### config.mk
export PLATFORM = sky130hd
export DESIGN_NAME = prs_frame_ctrl
export DESIGN_NICKNAME = d
export VERILOG_FILES = /design/src/rtl/prs_pkg.sv /design/src/rtl/prs_hold_timer.sv /design/src/rtl/prs_frame_ctrl.sv
export SDC_FILE = /design/constraint.sdc
export NUM_CORES = 1
export LEC_CHECK = 0
export CAP_MARGIN = 20
export CORE_UTILIZATION = 39
export DETAILED_ROUTE_END_ITERATION = 10
export GPL_TIMING_DRIVEN = 0
export PLACE_DENSITY_LB_ADDON = 0.15
export SYNTH_ARGS = -nofsm -noshare
export SYNTH_HDL_FRONTEND = slang
export SYNTH_SLANG_ARGS = --single-unit
### constraint.sdc
create_clock -name i_clk -period 1.6 [get_ports i_clk]
set_input_delay 0.32 -clock i_clk [delete_from_list [all_inputs] [get_ports i_clk]]
set_output_delay 0.32 -clock i_clk [all_outputs]
set_load 0.02 [all_outputs]
### src/rtl/prs_pkg.sv
// rtl/prs_pkg.sv - shared types and constants for the pulse-counter readout sequencer
// Contents: sequencer state encoding, command-word bit positions, frame-counter and timer widths.
package prs_pkg;

    localparam logic [2:0] ST_IDLE     = 3'd0;
    localparam logic [2:0] ST_SNAPSHOT = 3'd1;
    localparam logic [2:0] ST_OFFER    = 3'd2;
    localparam logic [2:0] ST_XFER     = 3'd3;
    localparam logic [2:0] ST_APPLY    = 3'd4;
    localparam logic [2:0] ST_RST_HOLD = 3'd5;

    typedef enum logic [2:0] {
        S_IDLE     = ST_IDLE,
        S_SNAPSHOT = ST_SNAPSHOT,
        S_OFFER    = ST_OFFER,
        S_XFER     = ST_XFER,
        S_APPLY    = ST_APPLY,
        S_RST_HOLD = ST_RST_HOLD
    } prs_state_e;

    localparam int FRAME_CNT_W = 8;
    localparam int TIMER_W     = 16;

    // Command word layout for N channels: [N+1] reset-after-read, [N] enable-update, [N-1:0] mask.
    function automatic int cmd_en_bit(input int n);
        return n;
    endfunction

    function automatic int cmd_rst_bit(input int n);
        return n + 1;
    endfunction

endpackage

### src/rtl/prs_hold_timer.sv
// rtl/prs_hold_timer.sv - loadable down-counter with done flag, shared by OFFER timeout and reset hold
// Ports:
//   i_clk, i_rst_n  clock, asynchronous active-low reset
//   i_load          load i_load_val into the counter this cycle
//   i_load_val      value loaded; done asserts that many cycles after the load edge
//   o_done          counter is at zero
module prs_hold_timer
    import prs_pkg::*;
#(
    parameter int WIDTH = TIMER_W
) (
    input  logic             i_clk,
    input  logic             i_rst_n,
    input  logic             i_load,
    input  logic [WIDTH-1:0] i_load_val,
    output logic             o_done
);

    logic [WIDTH-1:0] count_q;
    logic [WIDTH-1:0] count_d;

    always_comb begin
        count_d = count_q;
        if (i_load) begin
            count_d = i_load_val;
        end else if (count_q != '0) begin
            count_d = count_q - WIDTH'(1);
        end
    end

    always_ff @(posedge i_clk or negedge i_rst_n) begin
        if (!i_rst_n) begin
            count_q <= '0;
        end else begin
            count_q <= count_d;
        end
    end

    assign o_done = (count_q == '0);

endmodule

### src/rtl/prs_frame_ctrl.sv
// rtl/prs_frame_ctrl.sv - readout sequencer between the pulse-counter bank and the SPI slave
// Ports:
//   i_clk, i_rst_n   system clock, asynchronous active-low reset
//   i_cnt_data       live counter values, channel k at [W*k+W-1:W*k]
//   i_tx_req         SPI slave asks for TX data (honoured in IDLE only)
//   i_spi_busy       SPI frame in progress
//   o_tx_buff        registered snapshot offered to the SPI slave
//   o_tx_valid       snapshot valid (OFFER state decode)
//   i_rx_buff        received command word {reset-after-read, enable-update, mask}
//   i_rx_valid       single-cycle strobe for i_rx_buff
//   o_cnt_enable     per-channel counter enable
//   o_cnt_reset      clear request to the counter bank
//   o_frame_cnt      completed-frame count, wraps
//   o_timeout        sticky OFFER-timeout flag
//   i_err_clr        clears o_timeout (a simultaneous timeout wins)
module prs_frame_ctrl
    import prs_pkg::*;
#(
    parameter int NUMBER_OF_COUNTERS = 16,
    parameter int COUNTERS_WIDTH     = 8,
    parameter int TIMEOUT_CYCLES     = 1024,
    parameter int RST_HOLD_CYCLES    = 4
) (
    input  logic                                     i_clk,
    input  logic                                     i_rst_n,
    input  logic [NUMBER_OF_COUNTERS*COUNTERS_WIDTH-1:0] i_cnt_data,
    input  logic                                     i_tx_req,
    input  logic                                     i_spi_busy,
    output logic [NUMBER_OF_COUNTERS*COUNTERS_WIDTH-1:0] o_tx_buff,
    output logic                                     o_tx_valid,
    input  logic [NUMBER_OF_COUNTERS+1:0]            i_rx_buff,
    input  logic                                     i_rx_valid,
    output logic [NUMBER_OF_COUNTERS-1:0]            o_cnt_enable,
    output logic                                     o_cnt_reset,
    output logic [FRAME_CNT_W-1:0]                   o_frame_cnt,
    output logic                                     o_timeout,
    input  logic                                     i_err_clr
);

    localparam int N       = NUMBER_OF_COUNTERS;
    localparam int W       = COUNTERS_WIDTH;
    localparam int EN_BIT  = cmd_en_bit(N);
    localparam int RST_BIT = cmd_rst_bit(N);

    // Loading T-1 makes done coincide with the T-th OFFER cycle; likewise for the hold.
    localparam logic [TIMER_W-1:0] TIMEOUT_LOAD = TIMER_W'(TIMEOUT_CYCLES - 1);
    localparam logic [TIMER_W-1:0] HOLD_LOAD    = TIMER_W'(RST_HOLD_CYCLES - 1);

    prs_state_e             state_q,      state_d;
    logic [N*W-1:0]         shadow_q,     shadow_d;
    logic [N+1:0]           cmd_q,        cmd_d;
    logic                   captured_q,   captured_d;
    logic [N-1:0]           cnt_enable_q, cnt_enable_d;
    logic                   cnt_reset_q,  cnt_reset_d;
    logic [FRAME_CNT_W-1:0] frame_cnt_q,  frame_cnt_d;
    logic                   timeout_q,    timeout_d;

    logic               tmr_load;
    logic [TIMER_W-1:0] tmr_load_val;
    logic               tmr_done;

    prs_hold_timer #(
        .WIDTH (TIMER_W)
    ) u_hold_timer (
        .i_clk      (i_clk),
        .i_rst_n    (i_rst_n),
        .i_load     (tmr_load),
        .i_load_val (tmr_load_val),
        .o_done     (tmr_done)
    );

    always_comb begin
        state_d      = state_q;
        shadow_d     = shadow_q;
        cmd_d        = cmd_q;
        captured_d   = captured_q;
        cnt_enable_d = cnt_enable_q;
        frame_cnt_d  = frame_cnt_q;
        timeout_d    = timeout_q & ~i_err_clr;
        tmr_load     = 1'b0;
        tmr_load_val = TIMEOUT_LOAD;

        case (state_q)
            S_IDLE: begin
                if (i_tx_req) begin
                    state_d = S_SNAPSHOT;
                end
            end
            S_SNAPSHOT: begin
                shadow_d     = i_cnt_data;
                captured_d   = 1'b0;
                tmr_load     = 1'b1;
                tmr_load_val = TIMEOUT_LOAD;
                state_d      = S_OFFER;
            end
            S_OFFER: begin
                // A busy seen in the last timer cycle still starts the transfer.
                if (i_spi_busy) begin
                    state_d = S_XFER;
                end else if (tmr_done) begin
                    timeout_d = 1'b1;
                    state_d   = S_IDLE;
                end
            end
            S_XFER: begin
                if (i_rx_valid) begin
                    cmd_d      = i_rx_buff;
                    captured_d = 1'b1;
                end
                if (!i_spi_busy) begin
                    frame_cnt_d = frame_cnt_q + FRAME_CNT_W'(1);
                    state_d     = (captured_q || i_rx_valid) ? S_APPLY : S_IDLE;
                end
            end
            S_APPLY: begin
                if (cmd_q[EN_BIT]) begin
                    cnt_enable_d = cmd_q[N-1:0];
                end
                tmr_load     = 1'b1;
                tmr_load_val = HOLD_LOAD;
                state_d      = cmd_q[RST_BIT] ? S_RST_HOLD : S_IDLE;
            end
            S_RST_HOLD: begin
                if (tmr_done) begin
                    state_d = S_IDLE;
                end
            end
            default: begin
                state_d = S_IDLE;
            end
        endcase

        // Registered so the clear request is high exactly while in RST_HOLD.
        cnt_reset_d = (state_d == S_RST_HOLD);
    end

    always_ff @(posedge i_clk or negedge i_rst_n) begin
        if (!i_rst_n) begin
            state_q      <= S_IDLE;
            shadow_q     <= '0;
            cmd_q        <= '0;
            captured_q   <= 1'b0;
            cnt_enable_q <= '0;
            cnt_reset_q  <= 1'b0;
            frame_cnt_q  <= '0;
            timeout_q    <= 1'b0;
        end else begin
            state_q      <= state_d;
            shadow_q     <= shadow_d;
            cmd_q        <= cmd_d;
            captured_q   <= captured_d;
            cnt_enable_q <= cnt_enable_d;
            cnt_reset_q  <= cnt_reset_d;
            frame_cnt_q  <= frame_cnt_d;
            timeout_q    <= timeout_d;
        end
    end

    assign o_tx_buff    = shadow_q;
    assign o_tx_valid   = (state_q == S_OFFER);
    assign o_cnt_enable = cnt_enable_q;
    assign o_cnt_reset  = cnt_reset_q;
    assign o_frame_cnt  = frame_cnt_q;
    assign o_timeout    = timeout_q;

endmodule
==> results.yml <==
yosys:
  synth-seq-cells: 192
  ys_async_sr_fraction: 1.00
  synth_area_per_cell_sq_um: 9.91
  ys_top_cells_by_count: "nand2_1 (395), dfrtp_1 (192), mux2_2 (35)"
  ys_warn_count: 0
  synth_most_common_cell: "nand2_1"
  synth-seq-area-share: 0.631
  ys.flop_type: "dfrtp_1"
  synth_cell_types: 48
  synth_top_area_share: 0.631
  syn-cell-area_sq_um: 7610
  synth_edf_count: 0
  yosys.area.top_type: "dfrtp_1"
  synth_area_leaders: "dfrtp_1 (63%), nand2_1 (19%), mux2_2 (5.2%)"
  netlist_instances: 768
  synth_nets: 922
setup_path:
  critical_path.cell_chain: "inv_2 > ha_4 > or3b_4 > o311a_1 > a311oi_1 > nor2_1"
  reg2reg_depth: 6
  critical_path.slowest_cell: "dfrtp_1"
  arrival_ns: 2.03
  start_kind: "flop"
  cpPeakStageDelay_ns: 0.41
  r2r_setup_slack_ns: -0.13
  worstPathRequired_ns: 1.90
  path_max_fanout: 3
  cp_top_family: "compound AO/OA/AOI/OAI gates"
  endpoint_kind: "flop"
  critical_path_class: "flop to flop"
  critPathBufInv: 1
  r2r_end: "u_hold_timer.count_q[6]"
  rr_startpoint: "u_hold_timer.count_q[0]"
placement:
  dp_hpwl_microns: 15400
  port_buffers: 306
  place_congestion: 0.779
  post-place-ws_ns: -0.385
  placed_area_sq_um: 11100
  dp.cells: 1335
final_layout:
  finalNonFillerCells: 1395
  antenna_cells: 0
  drive_gt1_frac: 0.159
  syn_to_final_growth_pct: 61.2
  final_nets: 1276
  fin_util: 0.649
  final_area_sq_um: 12300
die:
  die_w_microns: 142
  core-area_sq_um: 18900
  die_area_sq_um: 20100
  start_util: 0.403
  fp.dieH_microns: 142
  rows: 50
  ioPinCount: 307
sta:
  clock_skew_ns: 0.0117
  finalSetupTns_ns: -0.572
  rsz0062_at_grt: "true"
  final.period_utilization: 1.08
  fin_ws_ns: -0.127
  fmax_mhz: 579
  slew_headroom: 0.634
  fin_crit_ns: 1.73
  hold_viol: 0
  worstMarginPinSlew_ns: 0.549
  whs_ns: 0.414
  slew_violations: 0
  finalSetupViolCount: 18
global_routing:
  grt_max_degree: 101
  grt_pass1_wl_microns: 34900
  track_usage: 0.223
  grt_pass1_vias: 6582
  grt_overflow: 0
  antenna_found_initial: 0
power:
  ir_worst_vdd_mv: 0.886
  power_leakage_nw: 6.23
  p_per_area_nw_per_um2: 1940
  totalPowerFinal_mw: 23.8
clock_tree:
  clkLatencyLatePin_ns: 0.42
  clock_path_buffers: 2
  clk_pin_slew_ns: 0.08
  cts_made_buffers: 17
  ctsHtreeMaxLevel: 4
  tritoncts: "built"
  root_buffer: "clkbuf_16"
  clock_sinks: 192
detailed_routing:
  ant_nets: 0
  via_per_inst: 4.69
  vias: 6548
  drc_errors: 0
  firstDrtPassIters: 4
  wl_per_cell_microns: 16.1
  drt_wl_total_microns: 22400
  drtIter0Drc: 223
outcome:
  outcome: "finished with violations"
  failed_checks: "setup timing"
worst_hold_path:
  worstHoldStart: "i_cnt_data[105]"
  whs_path_depth: 3
  holdCritPathClass: "primary input to flop"
  holdPathEnd: "o_tx_buff[105]"
flow_run:
  cap_violations: 0
==> cell usage in the layout (no fill, tap or decap), types with 4 or more instances in the layout <==
cell             synthesis  layout
xnor2_1                  7       6
dlygate4sd2_1            0     153
dfrtp_1                192     191
clkbuf_4                 0       8
nor2_1                   9       6
o21ai_1                  1       5
buf_2                   16       4
nand2_1                395     393
nand3_1                  5       5
a21oi_2                  0       4
or3_1                    5       4
clkdlybuf4s50_1          0     150
buf_6                    0      20
buf_4                    1      18
clkbuf_2                 0       6
mux2_2                  35      26
clkbuf_16                0      19
buf_12                   0       7
mux2_4                   0       9
xor2_1                   4       4
o21ai_0                 10       4
==> worst max-delay path by stage <==
stage,from,to,cells past startpoint
after floorplan,u_hold_timer.count_q[1],u_hold_timer.count_q[6],6
after global placement,i_rst_n,cmd_q[11],1
after detailed placement,state_q[1],u_hold_timer.count_q[2],6
after CTS,state_q[1],o_tx_valid,3
after global routing,u_hold_timer.count_q[0],u_hold_timer.count_q[6],6
final,u_hold_timer.count_q[0],u_hold_timer.count_q[6],6
==> logic make-up (layout without fill, tap and decap cells) <==
family | count (synthesis) | in the layout | share of synthesized area
flops | 192 | 192 | 0.631
buf+inv | 43 | 410 | 0.0243
compound gates | 34 | 34 | 0.0303
mux | 36 | 36 | 0.0531
simple gates | 450 | 450 | 0.245
fa+ha+maj | 2 | 2 | 0.00329
xor+xnor | 11 | 11 | 0.0127
==> worst reg2reg max path, delay by kind of cell (launching register included) <==
kind / cells / cell delay (ns)
AO/OA/AOI/OAI: 2 / 0.51
adder cells (fa/ha/maj): 1 / 0.13
buffers and inverters: 1 / 0.09
flip-flops: 1 / 0.41
AND/OR/NAND/NOR: 2 / 0.46
==> registers in the layout, indices dropped and copies added, names as in the netlist <==
name and count:
o_timeout 1, cmd_q 18, o_cnt_reset 1, captured_q 1, state_q 3, u_hold_timer.count_q 16, o_cnt_enable 16, o_frame_cnt 8
o_tx_buff 128
==> where the power goes <==
group	switching [mW]	leakage, nW	internal, mW	total [mW]
combinational	6.29	3.56	4.66	10.9
sequential	1.27	2.37	7.10	8.38
clock	2.00	0.301	2.52	4.52
==> metal layers <==
layer	track usage	vias up	share of wire
met4	0.0690	0	0.018
met3	0.0702	22	0.073
met2	0.370	222	0.48
met5	0	-	0
met1	0.278	3132	0.43
li1	-	3172	-
==> cell type report <==
cell class                      instances  area (sq um)
Sequential cell                       192          4810
Buffer                                 36           334
Clock buffer                           17           425
Tap cell                              260           325
Inverter                                4          15.0
Timing Repair Buffer                  338          3260
Clock inverter                         15           201
Fill cell                            1587          6620
Multi-Input combinational cell        533          2900
==> repair_timing <==
action	in CTS	in global routing
endpoints found under the setup margin	329	191
hold buffers	1	0
pin swaps	10	20
endpoints found under the hold margin	92	0
setup buffers	20	7
gates resized for setup	241	74
gates cloned	1	3
Power figures use the tool's default switching activity.
